$ cat src/rtl/theta_pkg.sv
// Shared definitions for the theta sweep controller: Q2.32 widths, index width,
// FSM state encoding and the table-size helper.
package theta_pkg;

  localparam int unsigned Q_WIDTH    = 34;
  localparam int unsigned Q_FRAC     = 32;
  localparam int unsigned IDX_WIDTH  = 12;
  localparam int unsigned MAX_POINTS = 1 << IDX_WIDTH;

  typedef enum logic [2:0] {
    S_IDLE,
    S_ISSUE,
    S_WAIT,
    S_STORE,
    S_STORE_M,
    S_DONE,
    S_ERR
  } sweepState_t;

  function automatic int unsigned totalPoints(input int unsigned frameColumns,
                                              input int unsigned frameNumber);
    return frameColumns * frameNumber;
  endfunction

endpackage

$ cat src/rtl/sweep_timeout.sv
// Clearable saturating cycle counter; tc flags that TIMEOUT_P-1 cycles have
// elapsed since the last clear.
module sweep_timeout #(
  parameter int unsigned TIMEOUT_P = 1024
) (
  input  logic clk_i,
  input  logic nrst_i,
  input  logic clr,
  output logic tc
);

  localparam int unsigned CNT_W = $clog2(TIMEOUT_P + 1);

  logic [CNT_W-1:0] cnt;

  assign tc = (cnt == CNT_W'(TIMEOUT_P - 1));

  always_ff @(posedge clk_i or negedge nrst_i) begin
    if (!nrst_i) begin
      cnt <= '0;
    end else if (clr) begin
      cnt <= '0;
    end else if (!tc) begin
      cnt <= cnt + 1'b1;
    end
  end

endmodule

$ cat src/rtl/theta_sweep_ctrl.sv
// Sweeps iteration indices through the theta-cosine stage and writes each
// result into the position table. Optional macro: THETA_SWEEP_SYMM_EN.
module theta_sweep_ctrl
  import theta_pkg::*;
#(
  parameter int unsigned FRAME_COLUMNS_P = 360,
  parameter int unsigned FRAME_NUMBER_P  = 5,
  parameter int unsigned TIMEOUT_P       = 1024
) (
  input  logic                 clk_i,
  input  logic                 nrst_i,
  input  logic                 start_i,
  output logic                 theta_iteration_valid_o,
  output logic [11:0]          theta_iteration_o,
  input  logic                 thetaCos_valid_i,
  input  logic [33:0]          thetaCos_i,
  output logic                 wr_en_o,
  output logic [11:0]          wr_addr_o,
  output logic [33:0]          wr_data_o,
  output logic                 busy_o,
  output logic                 done_o,
  output logic                 error_o
);

  localparam int unsigned TOTAL_POINTS_P = totalPoints(FRAME_COLUMNS_P, FRAME_NUMBER_P);

  if (TOTAL_POINTS_P == 0 || TOTAL_POINTS_P > MAX_POINTS) begin : gBadSize
    $error("theta_sweep_ctrl: TOTAL_POINTS_P out of range");
  end

`ifdef THETA_SWEEP_SYMM_EN
  localparam int unsigned LAST_I = (TOTAL_POINTS_P + 1) / 2 - 1;
`else
  localparam int unsigned LAST_I = TOTAL_POINTS_P - 1;
`endif
  localparam logic [IDX_WIDTH-1:0] LAST_IDX = IDX_WIDTH'(LAST_I);

  sweepState_t          state;
  logic [IDX_WIDTH-1:0] index;
  logic                 validQ;
  logic                 resultRise;
  logic                 tmoClr;
  logic                 tmoHit;

`ifdef THETA_SWEEP_SYMM_EN
  localparam logic [IDX_WIDTH-1:0] TOP_IDX = IDX_WIDTH'(TOTAL_POINTS_P - 1);
  logic [IDX_WIDTH-1:0] mirrorIdx;
  assign mirrorIdx = TOP_IDX - index;
`endif

  assign theta_iteration_o = index;
  assign resultRise        = thetaCos_valid_i & ~validQ;

  // Cleared on the edge that enters ISSUE so the count equals cycles since the request.
  assign tmoClr = !((state == S_ISSUE) || (state == S_WAIT));

  sweep_timeout #(
    .TIMEOUT_P(TIMEOUT_P)
  ) uTimeout (
    .clk_i (clk_i),
    .nrst_i(nrst_i),
    .clr   (tmoClr),
    .tc    (tmoHit)
  );

  always_ff @(posedge clk_i or negedge nrst_i) begin
    if (!nrst_i) begin
      state                   <= S_IDLE;
      index                   <= '0;
      validQ                  <= 1'b0;
      theta_iteration_valid_o <= 1'b0;
      wr_en_o                 <= 1'b0;
      wr_addr_o               <= '0;
      wr_data_o               <= '0;
      busy_o                  <= 1'b0;
      done_o                  <= 1'b0;
      error_o                 <= 1'b0;
    end else begin
      validQ                  <= thetaCos_valid_i;
      theta_iteration_valid_o <= 1'b0;
      wr_en_o                 <= 1'b0;

      case (state)
        S_IDLE, S_DONE, S_ERR: begin
          if (start_i) begin
            index                   <= '0;
            done_o                  <= 1'b0;
            error_o                 <= 1'b0;
            busy_o                  <= 1'b1;
            theta_iteration_valid_o <= 1'b1;
            state                   <= S_ISSUE;
          end
        end

        S_ISSUE: state <= S_WAIT;

        S_WAIT: begin
          if (resultRise) begin
            // wr_data_o doubles as the latch for the accepted result.
            wr_en_o   <= 1'b1;
            wr_addr_o <= index;
            wr_data_o <= thetaCos_i;
            state     <= S_STORE;
          end else if (tmoHit) begin
            error_o <= 1'b1;
            busy_o  <= 1'b0;
            state   <= S_ERR;
          end
        end

        S_STORE: begin
`ifdef THETA_SWEEP_SYMM_EN
          if (index != mirrorIdx) begin
            wr_en_o   <= 1'b1;
            wr_addr_o <= mirrorIdx;
            wr_data_o <= -wr_data_o;
            state     <= S_STORE_M;
          end else
`endif
          if (index == LAST_IDX) begin
            done_o <= 1'b1;
            busy_o <= 1'b0;
            state  <= S_DONE;
          end else begin
            index                   <= index + 1'b1;
            theta_iteration_valid_o <= 1'b1;
            state                   <= S_ISSUE;
          end
        end

`ifdef THETA_SWEEP_SYMM_EN
        S_STORE_M: begin
          if (index == LAST_IDX) begin
            done_o <= 1'b1;
            busy_o <= 1'b0;
            state  <= S_DONE;
          end else begin
            index                   <= index + 1'b1;
            theta_iteration_valid_o <= 1'b1;
            state                   <= S_ISSUE;
          end
        end
`endif

        default: state <= S_IDLE;
      endcase
    end
  end

endmodule

$ cat config.mk
export PLATFORM = sky130hd
export DESIGN_NAME = theta_sweep_ctrl
export DESIGN_NICKNAME = d
export VERILOG_FILES = /design/src/rtl/theta_pkg.sv /design/src/rtl/sweep_timeout.sv /design/src/rtl/theta_sweep_ctrl.sv
export SDC_FILE = /design/constraint.sdc
export NUM_CORES = 1
export LEC_CHECK = 0
export BUFFER_PORTS_ARGS = -buffer_cell sky130_fd_sc_hd__buf_2
export CORE_AREA = 8 8 132 73
export CTS_CLUSTER_DIAMETER = 100
export DETAILED_ROUTE_END_ITERATION = 7
export DIE_AREA = 0 0 140 81
export PLACE_DENSITY = 0.74
export SYNTH_ARGS = -nofsm -noshare
export SYNTH_HDL_FRONTEND = slang
export SYNTH_SLANG_ARGS = --single-unit
$ cat constraint.sdc
create_clock -name clk_i -period 1.6 [get_ports clk_i]
set_input_delay 0.24 -clock clk_i [delete_from_list [all_inputs] [get_ports clk_i]]
set_output_delay 0.24 -clock clk_i [all_outputs]
set_load 0.01 [all_outputs]
After elaboration in Yosys (flattened, before gate mapping). Index checks and enable logic that the tools add are counted.

Add/subtract/negate cells: 2. $mul: 0. Div/mod/pow operators: 0. Order comparisons: 0. Equal/unequal tests: 14. Shift-type cells: 0. Mux-type cells: 26. Bitwise gates (word level): 2. Reduce and logical (&&, ||, !) cells: 12.

Operators with widths (count): $mux 12 (2); $pmux 12 s2 (1); $mux 11 (2); $add 12x1->12 const B (1); $eq 12x11->1 const B (1); $mux 1 (12); $mux 3 (4); $ne 2x2->1 const B (6); $pmux 3 s4 (1); $add 11x1->11 const B (1); $eq 11x10->1 const B (1); $eq 3x2->1 const B (2); $eq 3x3->1 const B (2); $pmux 1 s2 (3); $reduce_and 3->1 (2); $reduce_and 5->1 (1); $reduce_and 2->1 (2); $reduce_and 4->1 (1); $reduce_bool 2->1 (2); $eq 3x1->1 const B (1); $logic_not 3->1 (1); $ne 3x3->1 const B (1); $pmux 1 s3 (1); $reduce_bool 3->1 (1); 4 further kinds (4).

Flip-flop bits (word level): 78. Latch bits: 0. RAM bits: 0. ROM bits: 0. Bits of input ports: 38. Logic and storage cells: 67. Memories: 0.

Depth between registers and ports, before layout. Gate-level depths: netlist (run 1).

Depth in word-level cells: 4. Gate-level depth with buffers: 6.

Cells and area by module. A second synthesis (run 1) with hierarchy kept.

Cells, all modules: 265. Area total of the unflattened synthesis: 3445.8 µm².

Modules (own cells, without submodules): theta_sweep_ctrl (instances 1, cells an instance 207, area an instance 2810.2 µm², seq. area each 1676.6 µm²); sweep_timeout (instances 1, cells an instance 58, area an instance 635.6 µm², seq. area each 275.3 µm²).

Worst setup path before layout (run 1). OpenSTA, ideal clock, no wires.

Path type: register to register. Start: register index[0], in the netlist theta_iteration_o[0]. End: register index[11], in the netlist theta_iteration_o[11]. Setup time: 0.126 ns. Data arrival time: 1.599 ns. Slack: -0.125 ns. Stages on the path, launching flop included: 6. Period minus slack after synthesis: 1.725 ns. Path through: dfrtp_1 -> ha_1 -> and4bb_1 -> a31oi_4 -> nor2_2 -> a221o_1.

Word-level cells in the longest chain between the ends: 3. Elaborated cells between the ends (all ways): 6. Classes of those cells: 1 x add/sub; 2 x eq/ne; 2 x mux; 1 x reduce/logical.

RTL lines: start, declared (RTL line theta_sweep_ctrl.sv:39) `logic [IDX_WIDTH-1:0] index;`; start signal, assigned (RTL line theta_sweep_ctrl.sv:125) `index <= index + 1'b1;`; $add 12x1->12 or $eq 12x11->1 (tied branches) (RTL line theta_sweep_ctrl.sv:125, theta_sweep_ctrl.sv:120); $mux 12 or $ne 2x2->1 (tied branches); $pmux 12 s2 or $reduce_and 3->1 (tied branches).

Several ways; a longest one is shown, not always the timed one. The select of a mux whose other input is x is not followed. A chain may end at the register's enable or synchronous reset.

Final worst setup path (run 1). Same ends and word-level chain as after synthesis.

==> results of run 1 <==
[path summary, 6_finish.rpt]
check | end | start | depth (start not counted)
min in group asynchronous | wr_addr_o[8]$_DFFE_PN0P_ | nrst_i | 2
setup reg to reg | theta_iteration_o[11]$_DFFE_PN0P_ | theta_iteration_o[0]$_DFFE_PN0P_ | 5
hold / removal | validQ$_DFF_PN0_ | thetaCos_valid_i | 1
hold reg to reg | wr_addr_o[8]$_DFFE_PN0P_ | wr_addr_o[8]$_DFFE_PN0P_ | 1
setup / recovery | theta_iteration_o[11]$_DFFE_PN0P_ | theta_iteration_o[0]$_DFFE_PN0P_ | 5
max in group asynchronous | state[1]$_DFFE_PN0P_ | nrst_i | 3
[cells by family (layout without fill, tap and decap cells)]
kind of cell	count (synthesis)	after routing	synth area share, %
and+or+nand+nor	89	89	14.39
DFF	78	78	55.69
muxes	47	47	15.10
AOI/OAI and AO/OA	43	44	8.996
buffers and inverters	18	171	3.606
xor gates and xnor gates	6	6	1.499
adders and majority gates	2	2	0.7139
[registers in the layout (all words and copies together), names as in the netlist]
register                 flops
error_o                      1
wr_data_o                   34
validQ                       1
theta_iteration_valid_o      1
done_o                       1
busy_o                       1
wr_en_o                      1
theta_iteration_o           12
uTimeout.cnt                11
wr_addr_o                   12
state                        3
[per-layer routing]
metal  part of all wire, %  wire (um)  global-route usage, %
met5                     0          0                      0
met1                    51       4622                  22.27
met2                    40       3628                  22.22
met3                   8.0        722                  6.433
met4                  0.95         86                  4.404
[stage by stage]
step	utilization, %	hold WS (ns)
5_1_grt	63.53	0.05079
3_3_place_gp	56.91	0.2212
6_report	63.53	0.05675
2_1_floorplan	-	-0.05559
4_1_cts	61.89	0.04572
3_5_place_dp	56.91	0.2359
[power by group]
part           switching (mW)  total (mW)  leakage, nW  internal, mW
clock                   0.804        2.18        0.153          1.38
sequential              0.378        2.98        0.991          2.60
combinational            1.61        3.17         1.30          1.55
total                    2.79        8.32         2.45          5.53
[cells in the final DEF, fill, tap and decap left out, types with 4 or more instances in the layout]
cell	n
a21oi_1	5
a22o_1	5
a31oi_1	4
and3_1	7
buf_2	99
buf_4	48
clkbuf_16	9
dfrtp_1	74
dfrtp_2	4
mux2_1	29
mux2_2	18
nand2_1	19
nand3_1	8
nor2_1	19
nor3_1	5
o21ai_0	4
xnor2_1	5
[cells in the mapped netlist (6+ instances only)]
library cell	n
nand2_1	20
mux2_2	18
and3_1	9
a21oi_1	7
mux2_1	29
dfrtp_1	78
buf_6	6
nor2_1	19
nand3_1	8
[worst max-delay path: stages, from the launching register on]
cell and delay, ns:
dfrtp_2 0.42, ha_4 0.16, and4bb_4 0.22, a31oi_4 0.25
nor2_4 0.10, a221o_1 0.36
[layout make-up]
class / count / area, sq um / area share [%]
timing repair buffer: 153 / 948.4 / 19.36
sequential: 78 / 1957 / 39.94
inverter: 2 / 7.507 / 0.1532
multi-input combinational: 188 / 1539 / 31.41
tap: 100 / 125.1 / 2.554
clock buffer: 10 / 229.0 / 4.673
clock inverter: 6 / 93.84 / 1.915
[repair_timing]
action,in CTS,in global routing
pin swaps,2,15
setup endpoints to repair,13,27
hold buffers,1,0
resized for setup,3,18
cloned,1,0
hold endpoints to repair,32,0
setup buffers,4,9
==> results.py, run 1 <==
metrics = {
    "placed_design": {
        "numPortBuffers": 100,
        "pre_cts_ws_ns": -0.1721,
        "dp_cells": 508,
        "gp_congestion": 0.8238,
        "dp_hpwl_mm": 6.717,
        "placed_area_sq_mm": 0.004389,
    },
    "sta": {
        "rsz0062_at_grt": "yes",
        "finalCriticalPeriod_ns": 1.633,
        "skew_ns": 0.006577,
        "tightest_slew_ns": 0.4725,
        "timing.final.crit_share_pct": 102.1,
        "slew_headroom_pct": 68.50,
        "slew_violations": 0,
        "setup_viol": 5,
        "worst_slack_ns": -0.03310,
        "max_freq_ghz": 0.6123,
        "finalHoldViolations": 0,
        "fin_setup_tns_ns": -0.1016,
    },
    "layout": {
        "stdcell_count": 537,
        "fillers": 586,
        "fin_nets": 472,
        "area_growth_syn_to_layout_pct": 39.81,
        "drive_gt1_share_pct": 49.43,
        "antenna_cells": 0,
        "final_area_sq_mm": 0.004900,
    },
    "route": {
        "avgViaCountPerCell": 5.192,
        "wl_per_cell_um": 16.87,
        "wl_mm": 9.060,
        "first_pass_iters": 4,
        "drtIter0Drc": 115,
        "antenna_left": 0,
        "route.detailed.drc": 0,
        "vias": 2788,
    },
    "grt": {
        "grt_pass1_vias": 2782,
        "grt_pass1_wl_mm": 14.43,
        "grt_use_total_pct": 15.91,
        "grt_overflow_total": 0,
        "grt_max_degree": 36,
        "antenna_found_initial": 0,
    },
    "die": {
        "fp-row-count": 23,
        "die_w_um": 140,
        "num_io_pins": 101,
        "coreArea_sq_mm": 0.007712,
        "die_h_um": 81,
        "dieArea_sq_mm": 0.01134,
        "start_util_pct": 45.44,
    },
    "setup_path": {
        "critPathKind": "reg2reg",
        "crit_fanout": 6,
        "worst_setup_path_end_kind": "register",
        "worstPathArrival_ns": 1.85,
        "critPathRequiredTime_ns": 1.82,
        "start_kind": "register",
        "reg2reg_slack_ns": -0.03,
    },
    "yosys": {
        "syn_nets": 323,
        "netlist_instances": 283,
        "ys_warn_count": 0,
        "synth_top_area_share_pct": 55.69,
        "synth.avg_cell_area_sq_um": 12.38,
        "synth_area_leaders": "dfrtp_1, mux2_1, mux2_2",
        "ys.flop_type": "dfrtp_1",
        "yosysTopAreaCell": "dfrtp_1",
        "synth_edf_count": 0,
        "ys_ff_latch": 78,
        "synth_cell_types": 48,
        "async_reset_ff_share_pct": 100.0,
        "netlist_area_sq_mm": 0.003505,
        "ys_seq_area_share_pct": 55.69,
    },
    "clocking": {
        "clkTransAtPathRegs_ns": 0.06,
        "insertion_delay_ns": 0.33,
        "root_buffer": "clkbuf_16",
        "cts_sinks": 78,
        "cts_max_path_buffers": 2,
        "cts-buffers-inserted": 9,
        "cts_max_level": 3,
        "cts_tree": "done",
    },
    "pwr": {
        "total_power_mw": 8.325,
        "powerDensity_mw_per_mm2": 1699,
        "p_leak_nw": 2.446,
        "irDropWorstVdd_uv": 875.7,
    },
    "status": {
        "violations": "setup timing",
        "status": "finished with violations",
    },
    "worst_hold_path": {
        "hold_path.class": "in2reg",
    },
    "run": {
        "maxCapViolCount": 0,
    },
}
(Power assumes the default switching activity.)
==> inputs of run 2 (changes only) <==
--- a/config.mk
+++ b/config.mk
@@ -10,7 +10,8 @@
 export CTS_CLUSTER_DIAMETER = 100
 export DETAILED_ROUTE_END_ITERATION = 7
 export DIE_AREA = 0 0 140 81
-export PLACE_DENSITY = 0.74
+export PLACE_DENSITY = 0.73
 export SYNTH_ARGS = -nofsm -noshare
 export SYNTH_HDL_FRONTEND = slang
+export SYNTH_HIERARCHICAL = 1
 export SYNTH_SLANG_ARGS = --single-unit
==> run 2 against run 1 <==
Compared with the run above: the run still ends with setup timing left; clock skew fell by 0.0025 ns; sequential cell count unchanged; setup slack lost 0.21 ns; sequential share of layout area down 1.6 points; clock power down 7%; core utilization is 2.4 points higher; critical path type unchanged; clock-buffer cell count increased by 1.
==> results.py, run 2 <==
metrics = {
    "pwr": {
        "switching_power_mw": 2.974,
        "combinationalPowerShare_pct": 44.4,
        "powerDensity_mw_per_mm2": 1763,
        "clock_power_share_pct": 22.5,
        "p_leak_nw": 2.713,
        "total_power_mw": 8.968,
        "power.share.sequential_pct": 33.1,
        "irDropWorstVdd_uv": 1206,
        "power.share.switching_pct": 33.17,
        "p_int_mw": 5.993,
    },
    "die": {
        "die_w_um": 140,
        "num_io_pins": 101,
        "start_util_pct": 44.68,
        "die_h_um": 81,
        "coreArea_sq_mm": 0.007712,
        "fp-row-count": 23,
        "dieArea_sq_mm": 0.01134,
    },
    "setup_path": {
        "r2r.worst_path.cells": 4,
        "critPathRequiredTime_ns": 1.82,
        "crit_path_frequent_cell": "a221o_1",
        "r2r-end": "theta_iteration_o[7]$_DFFE_PN0P_",
        "crit_fanout": 6,
        "path_cells": "or3_1, a221o_1, nor2b_4, a221o_1",
        "worst_path_max_delay_cell": "dfrtp_1",
        "reg2reg_slack_ns": -0.25,
        "critPathKind": "reg2reg",
        "worstPathArrival_ns": 2.06,
        "slowest_delay_ns": 0.43,
        "worst_setup_path_end_kind": "register",
        "start_kind": "register",
        "reg2reg_from": "state[2]$_DFFE_PN0P_",
    },
    "grt": {
        "grt_pass1_vias": 3021,
        "grt_pass1_wl_mm": 16.24,
        "grtUsageMet3_pct": 7.895,
        "grt_max_degree": 47,
        "grt_overflow_total": 0,
        "top_usage_layer": "met2",
        "grt_use_total_pct": 18.45,
        "antenna_found_initial": 0,
        "grt_util_met1_pct": 24.23,
        "met2_usage_pct": 27.20,
    },
    "sta": {
        "timing.final.crit_share_pct": 115.4,
        "slew_headroom_pct": 74.82,
        "tightest_slew_ns": 0.3765,
        "rsz0062_at_grt": "yes",
        "finalHoldViolations": 0,
        "worst_slack_ns": -0.2472,
        "skew_ns": 0.004072,
        "slew_violations": 0,
        "max_freq_ghz": 0.5414,
        "finalCriticalPeriod_ns": 1.847,
        "fin_setup_tns_ns": -5.377,
        "setup_viol": 48,
    },
    "placed_design": {
        "gp_congestion": 0.7849,
        "dp_hpwl_mm": 6.648,
        "numPortBuffers": 100,
        "pre_cts_ws_ns": -0.1902,
        "dp_cells": 495,
    },
    "clocking": {
        "root_buffer": "clkbuf_16",
        "cts_max_level": 3,
        "cts_max_path_buffers": 2,
        "clkTransAtPathRegs_ns": 0.06,
        "insertion_delay_ns": 0.33,
        "cts-buffers-inserted": 9,
        "cts_sinks": 78,
        "cts_tree": "done",
    },
    "yosys": {
        "syn_nets": 305,
        "synth_top_area_share_pct": 56.64,
        "ys_ff_latch": 78,
        "synth_area_leaders": "dfrtp_1, mux2_1, mux2_2",
        "ys.flop_type": "dfrtp_1",
        "netlist_area_sq_mm": 0.003446,
        "synth_cell_types": 52,
        "synth.avg_cell_area_sq_um": 13.00,
        "async_reset_ff_share_pct": 100.0,
        "yosys-top-cells-count": "dfrtp_1, mux2_1, mux2_2, a21oi_1, nor2_1",
        "netlist_instances": 265,
        "yosysTopAreaCell": "dfrtp_1",
        "ys_seq_area_share_pct": 56.64,
        "synth_edf_count": 0,
        "yosysMostFrequentCell": "dfrtp_1",
        "ys_warn_count": 6,
    },
    "layout": {
        "mostFrequentLayoutCells": "buf_2, dfrtp_1, buf_4",
        "fin_nets": 460,
        "antenna_cells": 0,
        "stdcell_count": 524,
        "largest_reg_flops": 34,
        "drive_gt1_share_pct": 57.55,
        "layout_commonest_cell": "buf_2",
        "fillers": 569,
        "area_growth_syn_to_layout_pct": 47.60,
        "regMostFlops": "wr_data_o",
    },
    "route": {
        "avgViaCountPerCell": 5.460,
        "vias": 2861,
        "drtIter0Drc": 179,
        "wl_per_cell_um": 19.54,
        "wl_mm": 10.24,
        "first_pass_iters": 4,
        "route.detailed.drc": 0,
        "antenna_left": 0,
    },
    "status": {
        "violations": "setup timing",
        "status": "finished with violations",
    },
    "run": {
        "maxCapViolCount": 0,
    },
    "worst_hold_path": {
        "hold_path.class": "in2reg",
        "min_to": "validQ$_DFF_PN0_",
        "min_from": "thetaCos_valid_i",
        "whs_path_depth": 1,
    },
}
run 2: cell types whose count changed after synthesis, sizes merged, moves of 3 or more:
cell     before  now
a211oi        1    5
a41oi         0    3
a211o         0    3
o21ai         7    4
inv           2    8
nand3         9    6
nor2         20    9
a22o          5    1
o2bb2ai       4    0
nor2b         2    5
nand2        20    5
xnor2         5    0
run 2: repair_timing:
item	4_1_cts	5_1_grt
hold endpoints to repair	18	0
buffers inserted	6	3
hold buffers	1	0
setup endpoints to repair	70	58
resized for setup	54	11
cloned	5	1
pin swaps	8	6
run 2: logic make-up (layout without fill, tap and decap cells):
| logic type | Yosys count | after routing | share of synthesized area (%) |
|---|---|---|---|
| adders and majority gates | 2 | 2 | 0.7261 |
| muxes | 49 | 49 | 16.09 |
| DFF | 78 | 78 | 56.64 |
| buffers and inverters | 24 | 181 | 3.849 |
| and+or+nand+nor | 63 | 65 | 11.47 |
| AOI/OAI and AO/OA | 49 | 49 | 11.22 |
run 2: metal layers:
| layer | vias up | part of all wire, % |
|---|---|---|
| li1 | 1295 | - |
| met1 | 1453 | 47 |
| met2 | 102 | 43 |
| met3 | 11 | 8.6 |
| met4 | 0 | 1.2 |
| met5 | - | 0 |
run 2: area by class of cell:
type,instances,area [sq um],area share [%]
Clock buffer,11,242.7,4.772
Tap cell,100,125.1,2.460
Timing Repair Buffer,158,1102,21.67
Clock inverter,4,47.55,0.9348
Multi-Input combinational cell,165,1582,31.09
Inverter,8,35.03,0.6888
Sequential cell,78,1952,38.38
run 2: worst max path at each step:
stage                     cells past startpoint                              from                           endpoint  slack, ns
after global routing                          8              state[1]$_DFFE_PN0P_   theta_iteration_o[4]$_DFFE_PN0P_      -0.29
final                                         4              state[2]$_DFFE_PN0P_   theta_iteration_o[7]$_DFFE_PN0P_      -0.25
after floorplan                               6              state[0]$_DFFE_PN0P_   theta_iteration_o[7]$_DFFE_PN0P_      -0.26
after detailed placement                      7  theta_iteration_o[6]$_DFFE_PN0P_   theta_iteration_o[6]$_DFFE_PN0P_      -0.19
after CTS                                     6  theta_iteration_o[6]$_DFFE_PN0P_   theta_iteration_o[5]$_DFFE_PN0P_      -0.15
after global placement                        4              state[2]$_DFFE_PN0P_  theta_iteration_o[11]$_DFFE_PN0P_      -0.14
run 2: critical path, delay by kind of cell, from the launching register on:
family | cells | cell delay (ns)
AO/OA/AOI/OAI | 2 | 0.70
AND/OR/NAND/NOR | 2 | 0.59
flip-flops | 1 | 0.43
run 2: power groups by stage:
stage	combinational (mW)	sequential [mW]	clock, mW
after floorplan	1.31	3.25	0
after global placement	2.92	2.92	0
after detailed placement	2.98	2.96	0
after CTS	3.78	2.95	2.06
after global routing	4.26	3.04	2.15
final	3.98	2.97	2.02
run 2: through the flow:
stage                     util (%)  instance area, sq um  hold slack, ns
after global placement       56.52                  4359          0.1315
after CTS                    65.09                  5020         0.02425
after detailed placement     56.52                  4359          0.1284
after floorplan                  -                  3481        -0.05559
final                        65.95                  5086         0.03457
after global routing         65.95                  5086         0.01856
